`src/rtl/cb_rr_enq_arbiter.sv`:
```
// Round-robin enqueue arbiter in front of a shared circular buffer.
// NUM_REQ producers compete for one write slot per cycle; one consumer drains in FIFO order.
`timescale 1ns/1ps
module cb_rr_enq_arbiter #(
  parameter int DATA_WIDTH      = 32,
  parameter int NUM_REQ         = 4,
  parameter int LOG_NUM_REQ     = $clog2(NUM_REQ),
  parameter int NUM_ENTRIES     = 4,
  parameter int LOG_NUM_ENTRIES = $clog2(NUM_ENTRIES)
) (
  input  logic                          CLK,
  input  logic                          nRST,
  input  logic [NUM_REQ-1:0]            req_valid,
  input  logic [NUM_REQ*DATA_WIDTH-1:0] req_data,
  output logic [NUM_REQ-1:0]            req_ready,
  output logic                          deq_valid,
  output logic [DATA_WIDTH-1:0]         deq_data,
  output logic [LOG_NUM_REQ-1:0]        deq_src,
  input  logic                          deq_ready,
  output logic [LOG_NUM_ENTRIES:0]      count
);

  localparam int PW = LOG_NUM_ENTRIES + 1;

  logic [DATA_WIDTH-1:0]      r_data [NUM_ENTRIES];
  logic [LOG_NUM_REQ-1:0]     r_src  [NUM_ENTRIES];
  logic [PW-1:0]              r_enq_ptr;
  logic [PW-1:0]              r_deq_ptr;
  logic [LOG_NUM_REQ-1:0]     r_rr_ptr;

  logic [LOG_NUM_ENTRIES-1:0] w_enq_idx;
  logic [LOG_NUM_ENTRIES-1:0] w_deq_idx;
  logic                       w_empty;
  logic                       w_full;
  logic                       w_deq_fire;
  logic                       w_space;
  logic                       w_found;
  logic [LOG_NUM_REQ-1:0]     w_gidx;
  logic                       w_enq_fire;
  logic [LOG_NUM_REQ-1:0]     w_rr_next;
  logic [DATA_WIDTH-1:0]      w_enq_data;

  assign w_enq_idx  = r_enq_ptr[LOG_NUM_ENTRIES-1:0];
  assign w_deq_idx  = r_deq_ptr[LOG_NUM_ENTRIES-1:0];
  assign w_empty    = (r_enq_ptr == r_deq_ptr);
  assign w_full     = (w_enq_idx == w_deq_idx) && (r_enq_ptr[PW-1] != r_deq_ptr[PW-1]);
  assign count      = r_enq_ptr - r_deq_ptr;

  // Handshakes: a transfer fires on a cycle where valid & ready are both high at posedge.
  // req_ready is a combinational function of req_valid; deq_valid never depends on deq_ready.
  assign deq_valid  = !w_empty;
  assign deq_data   = r_data[w_deq_idx];
  assign deq_src    = r_src[w_deq_idx];
  assign w_deq_fire = deq_valid & deq_ready;
  assign w_space    = !w_full | w_deq_fire;

  always_comb begin
    logic [LOG_NUM_REQ-1:0] v_idx;
    w_found = 1'b0;
    w_gidx  = '0;
    v_idx   = '0;
    for (int k = 0; k < NUM_REQ; k++) begin
      v_idx = LOG_NUM_REQ'((int'(r_rr_ptr) + k) % NUM_REQ);
      if (!w_found && req_valid[v_idx]) begin
        w_found = 1'b1;
        w_gidx  = v_idx;
      end
    end
  end

  // Gated by nRST so the grant collapses as soon as reset is asserted.
  assign w_enq_fire = nRST & w_space & w_found;
  assign req_ready  = w_enq_fire ? ({{(NUM_REQ-1){1'b0}}, 1'b1} << w_gidx) : '0;
  assign w_rr_next  = LOG_NUM_REQ'((int'(w_gidx) + 1) % NUM_REQ);
  assign w_enq_data = req_data[w_gidx*DATA_WIDTH +: DATA_WIDTH];

  always_ff @(posedge CLK or negedge nRST) begin
    if (!nRST) begin
      r_enq_ptr <= '0;
      r_deq_ptr <= '0;
      r_rr_ptr  <= '0;
      for (int i = 0; i < NUM_ENTRIES; i++) begin
        r_data[i] <= '0;
        r_src[i]  <= '0;
      end
    end else begin
      if (w_enq_fire) begin
        r_data[w_enq_idx] <= w_enq_data;
        r_src[w_enq_idx]  <= w_gidx;
        r_enq_ptr         <= r_enq_ptr + PW'(1);
        r_rr_ptr          <= w_rr_next;
      end
      if (w_deq_fire) begin
        r_deq_ptr <= r_deq_ptr + PW'(1);
      end
    end
  end

endmodule

```
`config.mk`:
```
export PLATFORM = sky130hd
export DESIGN_NAME = cb_rr_enq_arbiter
export DESIGN_NICKNAME = d
export VERILOG_FILES = /design/src/rtl/cb_rr_enq_arbiter.sv
export SDC_FILE = /design/constraint.sdc
export NUM_CORES = 1
export LEC_CHECK = 0
export ABC_AREA = 1
export BUFFER_PORTS_ARGS = -buffer_cell sky130_fd_sc_hd__buf_2
export CAP_MARGIN = 10
export CELL_PAD_IN_SITES_DETAIL_PLACEMENT = 1
export CELL_PAD_IN_SITES_GLOBAL_PLACEMENT = 2
export CORE_ASPECT_RATIO = 0.8
export CORE_UTILIZATION = 31
export DETAILED_ROUTE_END_ITERATION = 6
export PLACE_DENSITY_LB_ADDON = 0.1
export REMOVE_ABC_BUFFERS = 1
export SYNTH_ARGS = -nofsm -noshare
export SYNTH_HDL_FRONTEND = slang
export SYNTH_SLANG_ARGS = --single-unit
export TNS_END_PERCENT = 20
```
`constraint.sdc`:
```
create_clock -name CLK -period 4.95 [get_ports CLK]
set_input_delay 0.2475 -clock CLK [delete_from_list [all_inputs] [get_ports CLK]]
set_output_delay 0.2475 -clock CLK [all_outputs]
set_load 0.02 [all_outputs]
```
# Yosys cells after proc, flatten, opt, wreduce, memory -nomap -nowiden

Index checks and enable logic that the tools add are counted.
Widths: inputs -> output; s select.

Mux-type cells: 29
Reductions and logical operators: 10
$mul: 0
Equal/unequal tests: 3
$add $sub $neg: 7
Bitwise operators: 6
Shift operators: 2
Div/mod/pow operators: 0
Order comparisons: 7

Operators by type and width:

| kind                | number |
|---|---|
| $bwmux 128          | 1 |
| $shiftx 128x8->32   | 1 |
| $mux 32             | 3 |
| $bmux 32 s2         | 1 |
| $demux 32 s2        | 1 |
| $mux 2              | 7 |
| $lt 2x3->1 const B  | 4 |
| $bmux 1 s2          | 4 |
| $bwmux 8            | 1 |
| $mux 1              | 8 |
| $add 3x1->3 const B | 2 |
| $ge 3x3->1 const B  | 2 |
| $not 2->3           | 2 |
| $logic_and 1x1->1   | 5 |
| $logic_not 1->1     | 5 |
| $add 2x1->2 const B | 2 |
| $add 2x2->2 const B | 2 |
| $bmux 2 s2          | 1 |
| $demux 2 s2         | 1 |
| $mux 4              | 1 |
| $shl 1x2->4 const A | 1 |
| $and 1x1->1         | 3 |
| $eq 3x3->1          | 1 |
| $lt 3x1->1 const B  | 1 |
| 4 further kinds     | 4 |

Bits in read-only memories: 0
Output and inout port bits: 42
Register bits: 144
Memory bits (writable): 0
Memories: 0
Bits in latches: 0
Input bits: 135
Logic and storage cells: 75

# Longest topological paths before layout

Gate-level depths: netlist of the first run.

Word-level depth: 14
Depth in mapped cells: 16
Depth with buffers taken out: 13

# Worst setup path after synthesis of the first run

OpenSTA, ideal clock, no wires.

Path kind: flip-flop to output port
Start: reg r_deq_ptr[1]
End: out req_ready[0]
Arrival time: 2024 ps
Cell stages (with the launch flop): 9
Data required time: 4703 ps
Path slack: 2678 ps
Path buffers: 1
Cell sequence: dfrtp_1 > inv_1 > clkbuf_1 > ha_1 > nand2_1 > nor3_1 > nor2_1 > o21ai_4 > nor3_1

Cells in the longest elaborated chain, start to end: 7
Elaborated cells on any way between the ends: 10
Classes of those cells: eq/ne: 2; mux: 1; bitwise: 4; reduce/logical: 3

RTL lines:

| item                                                 | RTL line | source |
|---|---|---|
| from (decl)                                          | 28       | `logic [PW-1:0] r_deq_ptr;` |
| from (signal assigned)                               | 94       | `r_deq_ptr <= r_deq_ptr + PW'(1);` |
| $eq 3x3->1 or $eq 2x2->1 (tied branches)             | 45, 46   |  |
| $logic_not 1->1 or $logic_and 1x1->1 (tied branches) | 51, 46   |  |
| $and 1x1->1 or $logic_not 1->1 (tied branches)       | 54, 55   |  |
| $or 1x1->1 *                                         | 55       | `assign w_space = !w_full \| w_deq_fire;` |
| $and 1x1->1 * (2 in a row)                           | 72       | `assign w_enq_fire = nRST & w_space & w_found;` |
| $mux 4 *                                             | 73       | `assign req_ready = w_enq_fire ? ({{(NUM_REQ-1){1'b0}}, 1'b1} << w_gidx) : '0;` |
| to (decl)                                            | 15       | `output logic [NUM_REQ-1:0] req_ready,` |

Mark *: on every way between the ends. The rest lies on a longest branch, timed or not.

# Worst setup path after layout of the first run

Start: reg r_rr_ptr[0]
End: out req_ready[1]

Cells in the longest elaborated chain, start to end: 14
Elaborated cells on any way between the ends: 28
Classes of those cells: add/sub: 3; shift: 1; mux: 17; bitwise: 1; reduce/logical: 6

RTL lines:

| item                                                                 | RTL line | source |
|---|---|---|
| from (decl)                                                          | 29       | `logic [LOG_NUM_REQ-1:0] r_rr_ptr;` |
| from (signal assigned)                                               | 91       | `r_rr_ptr <= w_rr_next;` |
| parallel branches: the longest is 13 deep, another holds $add 2x1->2 | -        |  |
| $mux 4 *                                                             | 73       |  |

Every way passes the cells marked *. The select of a mux whose other input is x is not followed.

==> results of run 1 <==
-- layout by cell type (no fill, tap or decap), drive strengths merged --
| cell type | count |
|---|---|
| nand2 | 389 |
| nand3 | 262 |
| buf | 184 |
| dfrtp | 144 |
| o21ai | 75 |
| nor2 | 74 |
| o22ai | 34 |
| inv | 25 |
| clkbuf | 18 |
| ha | 7 |
| clkinv | 7 |
| xnor2 | 4 |
| a21oi | 3 |
| clkinvlp | 3 |
| nand4 | 3 |
| nor3 | 2 |
| xor2 | 2 |
| bufinv | 2 |
| o211ai | 1 |
| fa | 1 |
| dlygate4sd3 | 1 |
-- report_power, final --
group          internal [mW]  switching, mW
registers               1.74          0.301
logic                   1.40           3.56
clock network          0.740          0.530
-- area by class of cell --
type | instances | area (um2) | area share, %
Clock inverter | 13 | 141 | 1.46
Inverter | 24 | 100 | 1.04
Timing Repair Buffer | 185 | 970 | 10.0
Sequential cell | 144 | 3610 | 37.3
Tap cell | 351 | 439 | 4.54
Clock buffer | 18 | 429 | 4.44
Multi-Input combinational cell | 857 | 3990 | 41.2
-- metal layers --
metal	vias to the layer above	global-route usage, %	part of all wire (%)
li1	3921	-	-
met1	3887	32.6	51
met2	200	35.4	44
met3	19	3.52	4.3
met4	0	4.79	0.76
met5	-	0	0
-- kinds of logic after synthesis --
logic type / Yosys count / share of synthesized area [%]
and+or+nand+nor: 730 / 39.1
DFF: 144 / 44.1
AOI/OAI and AO/OA: 113 / 7.61
buffers and inverters: 98 / 7.27
adders and majority gates: 8 / 1.32
xor gates and xnor gates: 6 / 0.643
-- final timing paths --
check	startpoint	to	depth (start not counted)	slack [ps]
worst max-delay path	r_rr_ptr[0]	req_ready[1]	11	1520
worst min-delay path	deq_ready	r_deq_ptr[2]	3	140
worst max register to register	r_deq_ptr[1]	r_data[42]	12	1770
worst min register to register	r_data[47]	r_data[47]	2	480
max in group asynchronous	nRST	r_data[70]	3	3060
min in group asynchronous	nRST	r_enq_ptr[2]	2	440
-- worst max-delay path, cell delays in order (launching register included) --
cell	delay, ps
dfrtp_1	560
inv_4	150
nand2_1	150
nand2_1	80
inv_1	70
nor2_2	60
nand4_1	110
nand3_4	480
inv_4	630
nand2_1	170
inv_1	80
buf_2	160
-- sequential cells by signal (all words and copies together) (netlist names) --
signal / count
r_rr_ptr: 2
r_enq_ptr: 3
r_data: 128
r_src: 8
r_deq_ptr: 3
-- what timing repair did --
action,4_1_cts,5_1_grt
hold buffers,1,0
endpoints found under the hold margin,77,0
gates resized for setup,0,0
-- stage by stage --
stage / cell area (um2) / utilization (%) / hold slack [ps] / setup slack, ps
floorplan: 7680 / - / -48.1 / 1380
global placement: 9090 / 35.6 / 369 / 1810
detailed placement: 9090 / 35.6 / 362 / 1730
CTS: 9670 / 37.8 / 130 / 1480
global route: 9670 / 37.8 / 148 / 1240
finish: 9670 / 37.8 / 138 / 1520
==> impl_metrics.ini, run 1 <==
[timing]
fin_skew_ps = 9.98
final.period_utilization_pct = 69.2
rsz0062_at_grt = no
worst_slew_pin_slew_ps = 918
setup_viol = 0
timing_hold_violations_final = 0
timing.final.max_slew_violations = 0
finalWorstPathRequiredPeriod_ps = 3430
maxClockFrequency_mhz = 292
timing.slew.headroom_pct = 38.8
tns_ps = 0

[yosys]
synthesis.area_per_instance_um2 = 7.44
synth_sequential_area_ratio_pct = 44.1
synth_most_common_cell = nand2_1
syn-cell-area_um2 = 8170
synth_enable_flop_cells = 0
netlist_top_cells_area = dfrtp_1 44%, nand2_1 17%, nand3_1 16%, o21ai_0 4.5%, nor2_1 3.4%
synth_top_cell_by_area = dfrtp_1
yosys_most_used_dff = dfrtp_1
post_synth_most_frequent_cells = 375 x nand2_1, 261 x nand3_1, 144 x dfrtp_1
ys_seq_elements = 144
ys.warnings.count = 0
synthDominantCellAreaShare_pct = 44.1
synthesis.instances = 1099
async_flop_share_pct = 100
synth_cell_type_count = 29

[clock_network]
tritoncts.num_buffers = 17
clock_sinks = 144
cts_setup_buffers = 0
cts-root-buf = clkbuf_16
clk_latency_ps = 430
clk_transition_reported_paths_ps = 70
htree_levels = 4
ctsLongestPathBuffers = 2
cts_tree = built

[routing]
drtIter0Drc = 554
route.detailed.drc = 0
viasPerCell = 5.04
num_vias = 8027
detail_route.wl_per_cell_um = 18.4
postRouteWirelength_um = 29300
drt_first_pass_iters = 5
detail-route-antenna-nets = 0

[critical_path]
cp_data_arrival_time_ps = 3180
worst_setup_path_end_kind = output pin
timing_worst_setup_path_type = register to output pin
cp-start-kind = register
required_time_at_the_endpoint_of_the_critical_path_ps = 4700
worst-path-max-fanout = 37

[placed_design]
place.detailed.hpwl_um = 17200
gp_congestion = 0.770
io_buffer_count = 176
place_inst = 1560

[die]
die_width_um = 184
initial_core_utilization_pct = 32.0
io_pins = 177
fp-row-count = 52
die-height_um = 147
floorplan.die_area_um2 = 27000
design.core.area_um2 = 25600

[global_route]
track_usage_pct = 22.5
first_global_vias = 8276
maximum_number_of_pins_on_one_net_before_global_route_repair = 80
initial_antenna_violation_count = 0
grt-ovfl-total = 0
global_route_wire_length_before_repair_um = 46800

[power]
max-vdd-ir-drop_mv = 0.452
cellPowerDensity_nw_per_um2 = 855
total_power_mw = 8.27
static_leakage_nw = 5.02

[run]
max_cap_violations = 0

[cells_and_area]
syn_to_final_growth_pct = 18.3
antennaDiodeCount = 0
filler_cell_count = 3212
drive_gt1_share_pct = 19.6
final_cell_count_no_fill = 1592
finalNetCount = 1372

[status]
outcome = completed

[min_path]
worst_hold_path_type = primary input to register
Note: power is estimated with default switching activity, not from simulation.
==> run 2, diff against run 1 <==
--- a/config.mk
+++ b/config.mk
@@ -5,7 +5,7 @@
 export SDC_FILE = /design/constraint.sdc
 export NUM_CORES = 1
 export LEC_CHECK = 0
-export ABC_AREA = 1
+export ABC_AREA = 0
 export BUFFER_PORTS_ARGS = -buffer_cell sky130_fd_sc_hd__buf_2
 export CAP_MARGIN = 10
 export CELL_PAD_IN_SITES_DETAIL_PLACEMENT = 1
==> constraint.sdc (replaced) <==
create_clock -name CLK -period 3.1 [get_ports CLK]
set_input_delay 0.155 -clock CLK [delete_from_list [all_inputs] [get_ports CLK]]
set_output_delay 0.155 -clock CLK [all_outputs]
set_load 0.02 [all_outputs]
==> impl_metrics.ini, run 2 <==
[status]
outcome = completed

[timing]
fin_skew_ps = 8.52
final.period_utilization_pct = 87.9
maxClockFrequency_mhz = 367
setup_viol = 0
timing.final.max_slew_violations = 0
timing.slew.headroom_pct = 37.4
timing_hold_violations_final = 0
finalWorstPathRequiredPeriod_ps = 2730
worst_slew_pin_slew_ps = 940
rsz0062_at_grt = no

[power]
seq_power_share_pct = 29.9
max-vdd-ir-drop_mv = 0.475
cellPowerDensity_nw_per_um2 = 1130
static_leakage_nw = 4.41
power.net_switching_mw = 4.46
power.internal_mw = 6.44
share_of_power_burned_in_the_clock_network_pct = 20.8
sw_share_pct = 40.9
total_power_mw = 10.9
power.combinational.fraction_pct = 49.3

[routing]
num_vias = 6345
drt_first_pass_iters = 4
postRouteWirelength_um = 26300
viasPerCell = 5.62
drtIter0Drc = 445
detail-route-antenna-nets = 0
detail_route.wl_per_cell_um = 23.3
route.detailed.drc = 0

[min_path]
timing.hold.worst.start = deq_ready
worst_hold_path_type = primary input to register
worst_hold_path.endpoint = r_deq_ptr[2]
min_delay_path_depth = 3

[critical_path]
worst-path-max-fanout = 19
reg2reg_from = r_enq_ptr[0]
reg2reg_setup_slack_ps = 370
cp-start-kind = register
r2r_cells = 7
required_time_at_the_endpoint_of_the_critical_path_ps = 3420
rr_endpoint = r_data[49]
worst_setup_path_end_kind = register
cp_data_arrival_time_ps = 3050
timing_worst_setup_path_type = register to register

[yosys]
netlist_top_cells_area = dfrtp_1 47%, o221ai_1 14%, mux4_2 10%, nand2_1 7.3%, mux2i_1 6.4%
synth_enable_flop_cells = 0
synth_cell_type_count = 34
ys.warnings.count = 0
synth_top_cell_by_area = dfrtp_1
synthDominantCellAreaShare_pct = 47.1
async_flop_share_pct = 100
synth_sequential_area_ratio_pct = 47.1
post_synth_most_frequent_cells = 149 x nand2_1, 144 x dfrtp_1, 123 x o221ai_1
synth_most_common_cell = nand2_1
synthesis.instances = 633
synthesis.area_per_instance_um2 = 12.1
syn-cell-area_um2 = 7650
yosys_most_used_dff = dfrtp_1
ys_seq_elements = 144

[global_route]
first_global_vias = 6922
grt-ovfl-total = 0
met3_usage_pct = 4.27
grtUsageMet2_pct = 33.4
maximum_number_of_pins_on_one_net_before_global_route_repair = 73
track_usage_pct = 21.5
global_route.peak_usage_layer = met2
global_route_wire_length_before_repair_um = 40900
initial_antenna_violation_count = 0
groute.layer.met1.usage_pct = 30.3

[cells_and_area]
drive_gt1_share_pct = 37.0
finalNetCount = 941
max_flop_register = r_data
syn_to_final_growth_pct = 25.8
final_cell_count_no_fill = 1129
registers_with_the_most_flip_flops = r_data: 128 flops, r_src: 8 flops
layout_common_cells = 175 x buf_2, 145 x nand2_1, 142 x dfrtp_1, 123 x o221ai_1, 49 x mux2i_1
max_ffs_per_register = 128
commonest_non_fill_non_tap_cell_in_the_layout = buf_2
antennaDiodeCount = 0
filler_cell_count = 2643

[die]
die_width_um = 178
floorplan.die_area_um2 = 25300
initial_core_utilization_pct = 31.5
design.core.area_um2 = 24200
fp-row-count = 51
die-height_um = 142
io_pins = 177

[placed_design]
place_inst = 1096
gp_congestion = 0.762
place.detailed.hpwl_um = 17200
io_buffer_count = 176

[clock_network]
ctsLongestPathBuffers = 2
htree_levels = 4
clk_transition_reported_paths_ps = 60
cts_tree = built
cts_repair_resize_count = 0
cts_hold_buf = 1
clk_latency_ps = 420
clock_sinks = 144
cts_setup_buffers = 0
tritoncts.num_buffers = 17
cts-root-buf = clkbuf_16

[run]
max_cap_violations = 0
## run 2: critical path, stage by stage (launching register included)
cell      delay, ps
dfrtp_1         380
inv_1           110
ha_1            340
nand2_1          80
o311a_1         550
nand3_2         600
buf_12          380
o221ai_1        160
## run 2: metrics by stage
step           cell area [um2]  util, %  hold slack (ps)  setup TNS, ps  setup slack, ps
4_1_cts                   9620     39.7             35.2              0              339
6_report                  9620     39.7             47.8              0              374
3_3_place_gp              8970     37.0             18.7              0              466
2_1_floorplan             7350        -             -141        -181090            -1410
5_1_grt                   9620     39.7             43.0              0              128
3_5_place_dp              8970     37.0             16.3              0              348
## run 2: how the worst max path moves through the flow
stage	slack, ps	startpoint	end
floorplan	-1410	r_rr_ptr[1]	r_data[32]
global placement	470	r_enq_ptr[0]	r_data[41]
detailed placement	350	r_enq_ptr[0]	r_data[49]
CTS	340	r_enq_ptr[0]	r_data[49]
global route	130	r_enq_ptr[0]	r_data[39]
finish	370	r_enq_ptr[0]	r_data[49]
## run 2: layout make-up
cell class	count	area, um2	share of cell area, %
multi-input cells	429	3770	39.1
flip-flops and latches	144	3610	37.5
well taps	318	398	4.13
clock inverters	12	208	2.16
repair buffers	201	1190	12.4
inverters	5	18.8	0.195
clock buffers	20	437	4.54
## run 2: layer usage
| metal | vias to the layer above | wire length, um |
|---|---|---|
| met5 | - | 0 |
| li1 | 2790 | - |
| met4 | 0 | 388 |
| met1 | 3288 | 11900 |
| met3 | 24 | 1850 |
| met2 | 243 | 12100 |
## run 2: logic make-up after synthesis
logic type | count (synthesis) | synth area share (%)
AND/OR/NAND/NOR | 170 | 8.82
adder cells (fa/ha/maj) | 8 | 1.41
buffers and inverters | 60 | 4.19
flip-flops | 144 | 47.1
AO/OA/AOI/OAI | 144 | 16.4
XOR/XNOR | 7 | 0.802
multiplexers | 100 | 21.3
## run 2: power by group through the flow
stage	registers, mW	logic (mW)	clock network [mW]
3_3_place_gp	3.23	5.31	0
4_1_cts	3.25	5.48	2.32
5_1_grt	3.34	5.89	2.39
2_1_floorplan	3.25	3.54	0
6_report	3.26	5.38	2.27
3_5_place_dp	3.27	5.46	0
==> run 3, diff against run 2 <==
--- a/config.mk
+++ b/config.mk
@@ -14,8 +14,8 @@
 export CORE_UTILIZATION = 31
 export DETAILED_ROUTE_END_ITERATION = 6
 export PLACE_DENSITY_LB_ADDON = 0.1
+export RECOVER_POWER = 100
 export REMOVE_ABC_BUFFERS = 1
 export SYNTH_ARGS = -nofsm -noshare
 export SYNTH_HDL_FRONTEND = slang
 export SYNTH_SLANG_ARGS = --single-unit
-export TNS_END_PERCENT = 20
==> impl_metrics.ini, run 3 (synthesis gave the netlist of run 2 again) <==
[status]
outcome = finished, violations left
failed_checks = max-capacitance violations, max-slew violations

[placed_design]
gp_congestion = 0.762
io_buffer_count = 176
place_inst = 1096
place.detailed.hpwl_um = 17200

[cells_and_area]
layout_common_cells = 148 x nand2_1, 142 x dfrtp_1, 134 x buf_2, 126 x o221ai_1, 49 x mux2i_1
finalNetCount = 941
registers_with_the_most_flip_flops = r_data: 128 flops, r_src: 8 flops
ff_latch_area_um2 = 3610
antennaDiodeCount = 0
multi_input_comb_area_um2 = 3740
max_flop_register = r_data
final_cell_count_no_fill = 1129
commonest_non_fill_non_tap_cell_in_the_layout = nand2_1
syn_to_final_growth_pct = 24.6
filler_cell_count = 2654
max_ffs_per_register = 128
drive_gt1_share_pct = 31.1
final_util_pct = 39.3

[die]
design.core.area_um2 = 24200
fp-row-count = 51
floorplan.die_area_um2 = 25300
die-height_um = 142
io_pins = 177
initial_core_utilization_pct = 31.5
die_width_um = 178

[routing]
detail_route.wl_per_cell_um = 23.3
viasPerCell = 5.70
drt_first_pass_iters = 5
route.detailed.drc = 0
drtIter0Drc = 492
num_vias = 6436
detail-route-antenna-nets = 0
postRouteWirelength_um = 26300

[timing]
final.period_utilization_pct = 90.7
fin_skew_ps = 7.64
timing.final.max_slew_violations = 134
timing.slew.headroom_pct = -23.9
setup_viol = 0
worst_slew_pin_slew_ps = 1860
timing_hold_violations_final = 0
finalWorstPathRequiredPeriod_ps = 2810
finalHoldWorstSlack_ps = 48.6
rsz0062_at_grt = no
tns_ps = 0
maxClockFrequency_mhz = 356

[critical_path]
cp_data_arrival_time_ps = 3070
worst-path-max-fanout = 48
required_time_at_the_endpoint_of_the_critical_path_ps = 3360
timing_worst_setup_path_type = register to register
worst_setup_path_end_kind = register
cp-start-kind = register

[power]
cellPowerDensity_nw_per_um2 = 1130
max-vdd-ir-drop_mv = 0.474
total_power_mw = 10.8
static_leakage_nw = 4.26

[clock_network]
cts_repair_resize_count = 0
clk_transition_reported_paths_ps = 60
clock_sinks = 144
clk_latency_ps = 420
htree_levels = 4
ctsLongestPathBuffers = 2
tritoncts.num_buffers = 17
cts_tree = built
cts-root-buf = clkbuf_16

[min_path]
worst_hold_path_type = primary input to register

[global_route]
initial_antenna_violation_count = 0
track_usage_pct = 21.5
maximum_number_of_pins_on_one_net_before_global_route_repair = 73
first_global_vias = 6922
global_route_wire_length_before_repair_um = 40900
grt-ovfl-total = 0

[run]
max_cap_violations = 2
## run 3: report_power, final
| part | switching (mW) | internal (mW) |
|---|---|---|
| clock network | 0.840 | 1.44 |
| registers | 0.495 | 2.76 |
| logic | 3.14 | 2.11 |
| total | 4.47 | 6.31 |
## run 3: worst max-delay path: stages (launching register included)
cell and delay [ps]:
dfrtp_1 480, mux2i_1 240, o2bb2ai_1 190, or2_0 270, buf_6 610, mux2i_1 610, o221ai_1 220
## run 3: final timing paths
path | slack [ps] | endpoint | start | cells past startpoint
min in group asynchronous | 150 | r_data[119] | nRST | 2
worst max register to register | 290 | r_data[15] | r_rr_ptr[1] | 6
max in group asynchronous | 760 | r_deq_ptr[0] | nRST | 3
worst min register to register | 480 | r_src[3] | r_src[3] | 2
worst min-delay path | 50 | r_deq_ptr[2] | deq_ready | 3
worst max-delay path | 290 | r_data[15] | r_rr_ptr[1] | 6
## run 3: what timing repair did
action	4_1_cts	5_1_grt
setup buffers	0	0
endpoints found under the hold margin	12	0
hold buffers	1	0
## run 3: metrics by stage
step	cell area (um2)	worst slack [ps]
floorplan	7350	-1410
global placement	8970	466
detailed placement	8970	348
CTS	9620	339
global route	9530	74.2
finish	9530	288
## run 3: layer usage
layer  global-route usage [%]  part of all wire, %
met2                     33.4                   46
met4                     6.21                  1.5
met1                     30.3                   47
met5                        0                    0
met3                     4.27                  6.1
## run 3: cell type report
cell class,instances,area share [%]
tap,318,4.18
inverter,5,0.197
timing repair buffer,201,11.8
clock inverter,12,2.18
multi-input combinational,429,39.2
sequential,144,37.8
clock buffer,20,4.58
